[config.mk]
export PLATFORM = sky130hd
export DESIGN_NAME = axi4_lite_ctrl_arbiter_flat
export DESIGN_NICKNAME = d
export VERILOG_FILES = /design/src/rtl/axi4_lite_ctrl_arbiter_if.sv /design/src/rtl/axi4_lite_ctrl_arbiter.sv /design/src/flat_wrapper.sv
export SDC_FILE = /design/constraint.sdc
export NUM_CORES = 1
export LEC_CHECK = 0
export ABC_CLOCK_PERIOD_IN_PS = 2900
export CAP_MARGIN = 20
export CORE_MARGIN = 5
export CORE_UTILIZATION = 30
export DETAILED_ROUTE_END_ITERATION = 10
export PLACE_DENSITY = 0.73
export REMOVE_ABC_BUFFERS = 1
export SLEW_MARGIN = 20
export SYNTH_ARGS = -nofsm -noshare
export SYNTH_HDL_FRONTEND = slang
export SYNTH_SLANG_ARGS = --single-unit
[constraint.sdc]
create_clock -name clk -period 2.9 [get_ports clk]
set_input_delay 0.58 -clock clk [delete_from_list [all_inputs] [get_ports clk]]
set_output_delay 0.58 -clock clk [all_outputs]
set_load 0.02 [all_outputs]
[src/rtl/axi4_lite_ctrl_arbiter_if.sv]
// Requester-side and AXI4-Lite-master-side signal bundle for the control-port arbiter.
// The arbiter takes the master modport; the environment takes the slave modport.
interface axi4_lite_ctrl_arbiter_if #(
    parameter int NUM_REQ = 4
);
    localparam int IW = $clog2(NUM_REQ);

    logic [NUM_REQ-1:0]    req_valid;
    logic [NUM_REQ-1:0]    req_write;
    logic [NUM_REQ*32-1:0] req_addr;
    logic [NUM_REQ*32-1:0] req_wdata;
    logic [NUM_REQ*4-1:0]  req_wstrb;
    logic [NUM_REQ-1:0]    req_done;
    logic [31:0]           req_rdata;
    logic [1:0]            req_resp;
    logic                  req_timeout;
    logic [31:0]           m_addr;
    logic [31:0]           m_wdata;
    logic [3:0]            m_wstrb;
    logic                  m_write_req;
    logic                  m_read_req;
    logic [31:0]           m_rdata;
    logic                  m_write_done;
    logic                  m_read_done;
    logic [1:0]            m_resp;
    logic                  busy;
    logic [IW-1:0]         grant_id;

    modport master (
        input  req_valid, req_write, req_addr, req_wdata, req_wstrb,
        output req_done, req_rdata, req_resp, req_timeout,
        output m_addr, m_wdata, m_wstrb, m_write_req, m_read_req,
        input  m_rdata, m_write_done, m_read_done, m_resp,
        output busy, grant_id
    );

    modport slave (
        output req_valid, req_write, req_addr, req_wdata, req_wstrb,
        input  req_done, req_rdata, req_resp, req_timeout,
        input  m_addr, m_wdata, m_wstrb, m_write_req, m_read_req,
        output m_rdata, m_write_done, m_read_done, m_resp,
        input  busy, grant_id
    );
endinterface

[src/rtl/axi4_lite_ctrl_arbiter.sv]
// Round-robin arbiter sharing one AXI4-Lite master control port between NUM_REQ requesters,
// with a watchdog that error-completes a hung request and drains the master afterwards.
module axi4_lite_ctrl_arbiter #(
    parameter int NUM_REQ        = 4,
    parameter int TIMEOUT_CYCLES = 256
) (
    input logic                       clk,
    input logic                       rst,
    axi4_lite_ctrl_arbiter_if.master  bus
);
    localparam int IW = $clog2(NUM_REQ);
    localparam logic [31:0] TLIM = (TIMEOUT_CYCLES > 0) ? 32'(TIMEOUT_CYCLES - 1) : 32'd0;

    typedef enum logic [2:0] {
        S_IDLE, S_ISSUE, S_WAIT, S_RESP, S_DRAIN
    } state_t;

    state_t      r_state, w_next;
    logic [IW-1:0] r_last, r_gid, w_pick;
    logic        w_found;
    logic        r_write;
    logic [31:0] r_addr, r_wdata, r_rdata, r_wdog;
    logic [3:0]  r_wstrb;
    logic [1:0]  r_resp;
    logic        r_to, r_drain;
    logic        w_match, w_expire, w_cap, w_tout;

    // Search starts just after the last grant so every requester gets a turn.
    always_comb begin
        w_found = 1'b0;
        w_pick  = r_last;
        for (int k = 1; k <= NUM_REQ; k++) begin
            automatic int idx = (int'(r_last) + k) % NUM_REQ;
            if (!w_found && bus.req_valid[idx]) begin
                w_found = 1'b1;
                w_pick  = IW'(idx);
            end
        end
    end

    assign w_match  = r_write ? bus.m_write_done : bus.m_read_done;
    assign w_expire = (TIMEOUT_CYCLES != 0) && ((r_wdog + 32'd1) >= TLIM);

    always_comb begin
        w_next = r_state;
        w_cap  = 1'b0;
        w_tout = 1'b0;
        unique case (r_state)
            S_IDLE:  if (w_found) w_next = S_ISSUE;
            S_ISSUE: begin
                if (w_match) begin
                    w_cap  = 1'b1;
                    w_next = S_RESP;
                end else begin
                    w_next = S_WAIT;
                end
            end
            S_WAIT: begin
                if (w_match) begin
                    w_cap  = 1'b1;
                    w_next = S_RESP;
                end else if (w_expire) begin
                    w_tout = 1'b1;
                    w_next = S_RESP;
                end
            end
            S_RESP:  w_next = r_drain ? S_DRAIN : S_IDLE;
            S_DRAIN: if (w_match) w_next = S_IDLE;
            default: w_next = S_IDLE;
        endcase
    end

    always_ff @(posedge clk) begin
        if (rst) begin
            r_state <= S_IDLE;
            r_last  <= IW'(NUM_REQ - 1);
            r_gid   <= '0;
            r_write <= 1'b0;
            r_addr  <= '0;
            r_wdata <= '0;
            r_wstrb <= '0;
            r_rdata <= '0;
            r_resp  <= '0;
            r_to    <= 1'b0;
            r_drain <= 1'b0;
            r_wdog  <= '0;
        end else begin
            r_state <= w_next;
            if (r_state == S_IDLE && w_found) begin
                r_gid   <= w_pick;
                r_last  <= w_pick;
                r_write <= bus.req_write[w_pick];
                r_addr  <= bus.req_addr[int'(w_pick)*32 +: 32];
                r_wdata <= bus.req_wdata[int'(w_pick)*32 +: 32];
                r_wstrb <= bus.req_wstrb[int'(w_pick)*4 +: 4];
            end
            if (r_state == S_ISSUE)
                r_wdog <= '0;
            else if (r_state == S_WAIT)
                r_wdog <= r_wdog + 32'd1;
            if (w_cap) begin
                r_rdata <= r_write ? 32'd0 : bus.m_rdata;
                r_resp  <= bus.m_resp;
                r_to    <= 1'b0;
                r_drain <= 1'b0;
            end
            if (w_tout) begin
                r_rdata <= '0;
                r_resp  <= 2'b10;
                r_to    <= 1'b1;
                r_drain <= 1'b1;
            end
        end
    end

    assign bus.m_write_req = (r_state == S_ISSUE) && r_write;
    assign bus.m_read_req  = (r_state == S_ISSUE) && !r_write;
    assign bus.m_addr      = r_addr;
    assign bus.m_wdata     = r_wdata;
    assign bus.m_wstrb     = r_wstrb;
    assign bus.req_done    = (r_state == S_RESP) ? (NUM_REQ'(1) << r_gid) : '0;
    assign bus.req_timeout = (r_state == S_RESP) && r_to;
    assign bus.req_rdata   = r_rdata;
    assign bus.req_resp    = r_resp;
    assign bus.busy        = (r_state != S_IDLE);
    assign bus.grant_id    = r_gid;
endmodule

[src/flat_wrapper.sv]
// flat-port wrapper written by rule: the top's interface ports become plain ports
module axi4_lite_ctrl_arbiter_flat 
#(
    parameter int NUM_REQ        = 4,
    parameter int TIMEOUT_CYCLES = 256
)
  (clk, rst, bus_req_valid, bus_req_write, bus_req_addr, bus_req_wdata, bus_req_wstrb, bus_req_done, bus_req_rdata, bus_req_resp, bus_req_timeout, bus_m_addr, bus_m_wdata, bus_m_wstrb, bus_m_write_req, bus_m_read_req, bus_m_rdata, bus_m_write_done, bus_m_read_done, bus_m_resp, bus_busy, bus_grant_id);
  axi4_lite_ctrl_arbiter_if #(.NUM_REQ(NUM_REQ)) bus_i ();
  input logic clk;
  input logic rst;
  input wire logic [$bits(bus_i.req_valid)-1:0] bus_req_valid;
  input wire logic [$bits(bus_i.req_write)-1:0] bus_req_write;
  input wire logic [$bits(bus_i.req_addr)-1:0] bus_req_addr;
  input wire logic [$bits(bus_i.req_wdata)-1:0] bus_req_wdata;
  input wire logic [$bits(bus_i.req_wstrb)-1:0] bus_req_wstrb;
  output wire logic [$bits(bus_i.req_done)-1:0] bus_req_done;
  output wire logic [$bits(bus_i.req_rdata)-1:0] bus_req_rdata;
  output wire logic [$bits(bus_i.req_resp)-1:0] bus_req_resp;
  output wire logic [$bits(bus_i.req_timeout)-1:0] bus_req_timeout;
  output wire logic [$bits(bus_i.m_addr)-1:0] bus_m_addr;
  output wire logic [$bits(bus_i.m_wdata)-1:0] bus_m_wdata;
  output wire logic [$bits(bus_i.m_wstrb)-1:0] bus_m_wstrb;
  output wire logic [$bits(bus_i.m_write_req)-1:0] bus_m_write_req;
  output wire logic [$bits(bus_i.m_read_req)-1:0] bus_m_read_req;
  input wire logic [$bits(bus_i.m_rdata)-1:0] bus_m_rdata;
  input wire logic [$bits(bus_i.m_write_done)-1:0] bus_m_write_done;
  input wire logic [$bits(bus_i.m_read_done)-1:0] bus_m_read_done;
  input wire logic [$bits(bus_i.m_resp)-1:0] bus_m_resp;
  output wire logic [$bits(bus_i.busy)-1:0] bus_busy;
  output wire logic [$bits(bus_i.grant_id)-1:0] bus_grant_id;
  assign bus_i.req_valid = bus_req_valid;
  assign bus_i.req_write = bus_req_write;
  assign bus_i.req_addr = bus_req_addr;
  assign bus_i.req_wdata = bus_req_wdata;
  assign bus_i.req_wstrb = bus_req_wstrb;
  assign bus_req_done = bus_i.req_done;
  assign bus_req_rdata = bus_i.req_rdata;
  assign bus_req_resp = bus_i.req_resp;
  assign bus_req_timeout = bus_i.req_timeout;
  assign bus_m_addr = bus_i.m_addr;
  assign bus_m_wdata = bus_i.m_wdata;
  assign bus_m_wstrb = bus_i.m_wstrb;
  assign bus_m_write_req = bus_i.m_write_req;
  assign bus_m_read_req = bus_i.m_read_req;
  assign bus_i.m_rdata = bus_m_rdata;
  assign bus_i.m_write_done = bus_m_write_done;
  assign bus_i.m_read_done = bus_m_read_done;
  assign bus_i.m_resp = bus_m_resp;
  assign bus_busy = bus_i.busy;
  assign bus_grant_id = bus_i.grant_id;
  axi4_lite_ctrl_arbiter #(.NUM_REQ(NUM_REQ), .TIMEOUT_CYCLES(TIMEOUT_CYCLES)) u_core (.clk(clk), .rst(rst), .bus(bus_i));
endmodule
# Word level (Yosys, flattened, before mapping)
# Index checks and enable logic that the tools add are counted.
# op_classes
addsub,5
n_lt_le_gt_ge,6
eq_ne,7
shifts,4
muxes,41
n_bitwise,4
reduce_logical,22
# ops
operator,count
$shiftx 128x8->32,2
$add 32x1->32 const B,1
$ge 32x8->1 const B,1
$mux 32,1
$mux 1,22
$lt 3x4->1 const B,4
$shiftx 16x5->4,1
$mux 3,5
$pmux 3 s5,1
$reduce_or 2->1,7
$mux 2,6
$bmux 1 s2,5
$logic_and 1x1->1,7
$eq 3x2->1 const B,2
$add 2x1->2 const B,2
$add 2x2->2 const B,2
$and 1x1->1 const A,4
$logic_not 1->1,4
$mux 4,1
$ne 2x1->1 const B,2
$shl 1x2->4 const A,1
$eq 3x1->1 const B,1
$eq 3x3->1 const B,1
$logic_not 3->1,1
5 further kinds,5
# totals
reg_bits,143
in_bits,318
out_inout_bits,112
word_cells,101

# Longest topological paths before layout
# logic_depth
depth_word,18
ltp_mapped,11
ltp_nobuf,9

# Worst setup path before layout
# Ideal clock, no wire load.
# synth_timing
path_type,reg2reg
startpoint,reg u_core.r_wdog[1]
endpoint,reg u_core.r_rdata[1] (netlist: u_core.bus.req_rdata[1])
setup_time_ps,88
arrival_ps,2514
required_ps,2812
slack_ps,299
path_stages_with_launch,11
path_buffers,3
period_less_slack_ps,2601
path_cell_list,dfxtp_1 -> ha_1 -> clkbuf_1 -> nand3_1 -> buf_2 -> nor3_1 -> xnor2_1 -> nand3_1 -> o31a_4 -> buf_6 -> nor4_4
# synth_between
elab_chain_cells,6
# synth_lines
item,line,source
from (decl),axi4_lite_ctrl_arbiter.sv:22,"logic [31:0] r_addr, r_wdata, r_rdata, r_wdog;"
from (signal assigned),axi4_lite_ctrl_arbiter.sv:100,r_wdog <= r_wdog + 32'd1;
$add 32x1->32,axi4_lite_ctrl_arbiter.sv:42,assign w_expire = (TIMEOUT_CYCLES != 0) && ((r_wdog + 32'd1) >= TLIM);
$ge 32x8->1,axi4_lite_ctrl_arbiter.sv:42,
$mux 1,axi4_lite_ctrl_arbiter.sv:62,end else if (w_expire) begin
$mux 1,axi4_lite_ctrl_arbiter.sv:59,if (w_match) begin
$mux 1,axi4_lite_ctrl_arbiter.sv:48,unique case (r_state)
$reduce_or 2->1 (no source line),n/a,
to (signal assigned),axi4_lite_ctrl_arbiter.sv:102,r_rdata <= r_write ? 32'd0 : bus.m_rdata;
to (decl),axi4_lite_ctrl_arbiter.sv:22,
# Every way passes these cells.
# A chain may end at the register's enable or synchronous reset.

# Worst setup path in the final report
# layout_timing
startpoint,reg u_core.r_state[0]
endpoint,out bus_req_timeout
# layout_between
elab_chain_cells,2
# layout_lines
item,line,source
from (decl),axi4_lite_ctrl_arbiter.sv:18,"state_t r_state, w_next;"
from (signal assigned),axi4_lite_ctrl_arbiter.sv:88,r_state <= w_next;
$eq 3x2->1,axi4_lite_ctrl_arbiter.sv:122,assign bus.req_timeout = (r_state == S_RESP) && r_to;
$logic_and 1x1->1,axi4_lite_ctrl_arbiter.sv:122,
to (decl),flat_wrapper.sv:19,output wire logic [$bits(bus_i.req_timeout)-1:0] bus_req_timeout;
# Every way passes these cells.

==> impl_results.md <==
* Status: complete, no violations
* Sw Ratio at 0.386
* RSZ-0062 raised after global routing: false
* Simple-Gate Fraction of Synth Area at 0.460
* Die H at about 180 um
* Via count normalized by instance count at roughly 5
* Fraction of registers with async set/reset at 0
* Final Instance Area at roughly 14000 um2
* Die extent in x at between 150 and 200 um
* Crit path cell chain: nand2_1, nor3b_1, clkdlybuf4s50_1
* Xor/xnor share of the synthesized area at 0.0395
* Worst hold path depth at 2
* Slew Viols, Final at 0
* Maximum root-to-sink buffer count at 2
* I/O pins at 430
* Area after DPL at 13500 um2
* CTS tree: yes
* Max Fclk at 366 MHz
* Min-delay src: u_core.bus.m_wdata[0]$_SDFFE_PP0P_
* Global-route wire length before repair at around 56 mm
* Largest net degree at the start of global routing at between 80 and 90
* Slowest CP cell: clkdlybuf4s50_1
* CP Capture Type: primary output
* Compound-gate portion of the synthesized area at 0.0962
* DP Worst Slack at about 0.21 ns
* WL/cell at 17.8 um
* Final setup viols at 0
* Clk pwr share at 0.277
* Worst R2R Path Depth at 6
* GRT Total Usage at 0.211
* Seq pwr share at 0.290
* Post-Synth Adder-Cell Area at 0.00289
* # DRC at 0
* Max stage delay on crit path at 0.71 ns
* Top cells by area, synth: dfxtp_1 33%, nand2_1 16%, nand3_1 13%, a21oi_1 6.4%, nor4_2 4.2%
* Post-synth cell types at 54
* Post-synth EDFFs at 0
* Crit share post-route at 0.943
* Vias in the first global route at just under 10k
* Sw power at around 3.3 mW
* Synth Instances at between 1k and 1.5k
* Worst slew pin tran at roughly 0.64 ns
* Area grow syn2layout at 63.9%
* Worst setup margin at about 0.16 ns
* Port Buffers at approximately 430
* Clock Skew at about 0.016 ns
* Pleak at roughly 5.3 nW
* Leading area contributor after synthesis: dfxtp_1
* Rows at 62
* Relative slew slack at 0.572
* Reg2reg start: u_core.r_wdog[1]$_SDFFE_PP0P_
* Synth Warn # at 0
* Layout cells sized above 1 at 0.0857
* Pint at between 5 and 6 mW
* Root Buffer: clkbuf_16
* DR iter-0 viols at 545
* Crit path kind: reg2out
* VDD IR max at between 0.0003 and 0.0004 V
* Skew-Pair Late Insertion Delay at between 0.4 and 0.5 ns
* DP Wirelength at approximately 27 mm
* Cell area after synthesis at ~8600 um2
* Routability cong. at 0.886
* Clock-pin transition on the worst setup and hold timing paths at about 0.07 ns
* Yosys top cell area share at 0.331
* DRT Pass-1 Iters at 5
* Worst setup SP type: register
* Grt ovf at 0
* Drt total wl at ~37 mm
* Min Tclk post-route at ~2.7 ns
* Fin nets at approximately 2.0k
* Via Count at slightly above 10k
* Part of the Yosys area used for sequential elements at 0.331
* DRT antenna net count at 0
* Setup crit start: u_core.r_state[0]$_SDFFE_PP0P_
* Critical Path AT at about 2.2 ns
* Initial antenna violation count at 4
* Mux contribution to synthesized area at 0.0109
* TritonCTS Buffers at 17
* Power Dens Cells at about 600 nW/um2
* Tightest Hold Check Type: reg2reg
* Starting Density at 0.303
* Clock sink count at 143
* MaxCap Viol Count at 0
* Req. time, crit path at between 2 and 2.5 ns
* Die ar. at between 30000 and 40000 um2
* Core ar. at 28500 um2
* Comb power frac at 0.433
* Yosys reg bits at around 140
* Final hold viol count at 0
* Avg Cell Area, Syn at 6.80 um2
* Critical path peak fanout at 11
* # hold bufs at CTS at 0
* Largest family of logic cells by synthesized area: simple AND/OR/NAND/NOR gates
* Number of H-tree levels at 4
* Primary FF master, synth: dfxtp_1
## metal layers
layer / global-route usage / part of all wire
met4: 0.0820 / 0.037
met5: 0 / 0.00036
met1: 0.254 / 0.40
met2: 0.352 / 0.49
met3: 0.0653 / 0.072
## timing repair
action / CTS / global route
endpoints found under the setup margin: 0 / 9
buffers inserted: 0 / 1
gates resized for setup: 0 / 7
## registers in the layout (all words and copies together) (netlist names)
| name | count |
|---|---|
| u_core.bus.req_resp | 2 |
| u_core.bus.req_rdata | 32 |
| u_core.bus.m_addr | 32 |
| u_core.bus.m_wdata | 32 |
| u_core.r_last | 2 |
| u_core.bus.m_wstrb | 4 |
| u_core.r_write | 1 |
| u_core.r_wdog | 32 |
| u_core.bus.grant_id | 2 |
| u_core.r_drain | 1 |
| u_core.r_state | 3 |
## critical path, delay by kind of cell, from the launching register on
kind | cells | cell delay (ns)
buffers and inverters | 1 | 0.71
flip-flops | 1 | 0.54
AND/OR/NAND/NOR | 2 | 0.47
## cells by family after synthesis
kind of cell               Yosys count
muxes                                9
adders and majority gates            2
AOI/OAI and AO/OA                  147
buffers and inverters              122
and+or+nand+nor                    810
DFF                                143
xor gates and xnor gates            39
## stage by stage
stage                     hold WS, ns  instances  TNS (ns)  power (mW)  utilization
final                           0.454       2056         0        8.49        0.497
after global routing            0.474       2056         0        9.02        0.497
after CTS                       0.456       2049         0        8.58        0.494
after detailed placement        0.446       2017         0        6.21        0.472
after global placement          0.442       2017         0        6.16        0.472
after floorplan                 0.425       1155   -394.12        4.47            -
## synth_stat cells (2+ instances only)
| cell | n |
|---|---|
| buf_6 | 4 |
| or3_1 | 6 |
| a21oi_1 | 111 |
| nand2b_1 | 4 |
| nor4_2 | 29 |
| buf_4 | 2 |
| nor4_1 | 19 |
| a211oi_1 | 5 |
| o31ai_1 | 3 |
| buf_2 | 13 |
| buf_1 | 8 |
| inv_1 | 5 |
| clkbuf_1 | 90 |
| or2_2 | 3 |
| nand3_1 | 229 |
| and2_1 | 4 |
| xnor2_1 | 17 |
| and3_1 | 8 |
| o21ai_0 | 10 |
| nor2_1 | 55 |
| and4_1 | 2 |
| o31a_1 | 3 |
| nor3_1 | 15 |
| nor3b_1 | 37 |
| a31oi_1 | 4 |
| xor2_1 | 22 |
| ha_1 | 2 |
| dfxtp_1 | 143 |
| nand4_1 | 18 |
| mux2_2 | 3 |
| nand2_1 | 370 |
| mux2i_1 | 6 |
## power by group through the flow
stage | combinational, mW | sequential (mW) | clock (mW)
6_report | 3.68 | 2.47 | 2.35
4_1_cts | 3.71 | 2.47 | 2.40
3_3_place_gp | 3.67 | 2.50 | 0
2_1_floorplan | 1.62 | 2.85 | 0
3_5_place_dp | 3.70 | 2.51 | 0
5_1_grt | 4.01 | 2.51 | 2.50
## cells in the final DEF (no fill, tap or decap), drive strengths merged, types with 4 or more instances in the layout
cell / Yosys / layout
nor3b: 37 / 37
xnor2: 17 / 17
or3: 6 / 6
dfxtp: 143 / 143
o31a: 4 / 7
nor3: 16 / 16
and2: 4 / 4
inv: 5 / 14
nand2: 370 / 370
nand2b: 4 / 4
buf: 27 / 51
mux2i: 6 / 6
o21ai: 10 / 10
nand4: 18 / 18
o31ai: 4 / 4
a21oi: 111 / 111
clkdlybuf4s50: 0 / 428
nor2: 55 / 55
clkinv: 0 / 4
a31oi: 4 / 4
nand3: 231 / 231
nor4: 49 / 49
a211oi: 5 / 5
clkbuf: 90 / 17
xor2: 22 / 22
and3: 8 / 8
## area by class of cell
type	count	area, um2
clock inverters	15	195
repair buffers	479	4820
inverters	5	18.8
clock buffers	17	425
well taps	384	480
fillers	2822	14400
multi-input cells	1010	5360
flip-flops and latches	143	2870
diodes	3	7.51
## path summary, 6_finish.rpt
check                                          end  slack [ns]
min             u_core.bus.m_wdata[0]$_SDFFE_PP0P_        0.45
min reg2reg     u_core.bus.m_wdata[0]$_SDFFE_PP0P_        0.45
max reg2reg  u_core.bus.req_rdata[14]$_SDFFE_PP0P_        0.17
max                                bus_req_timeout        0.16
Note: power is estimated with default switching activity, not from simulation.
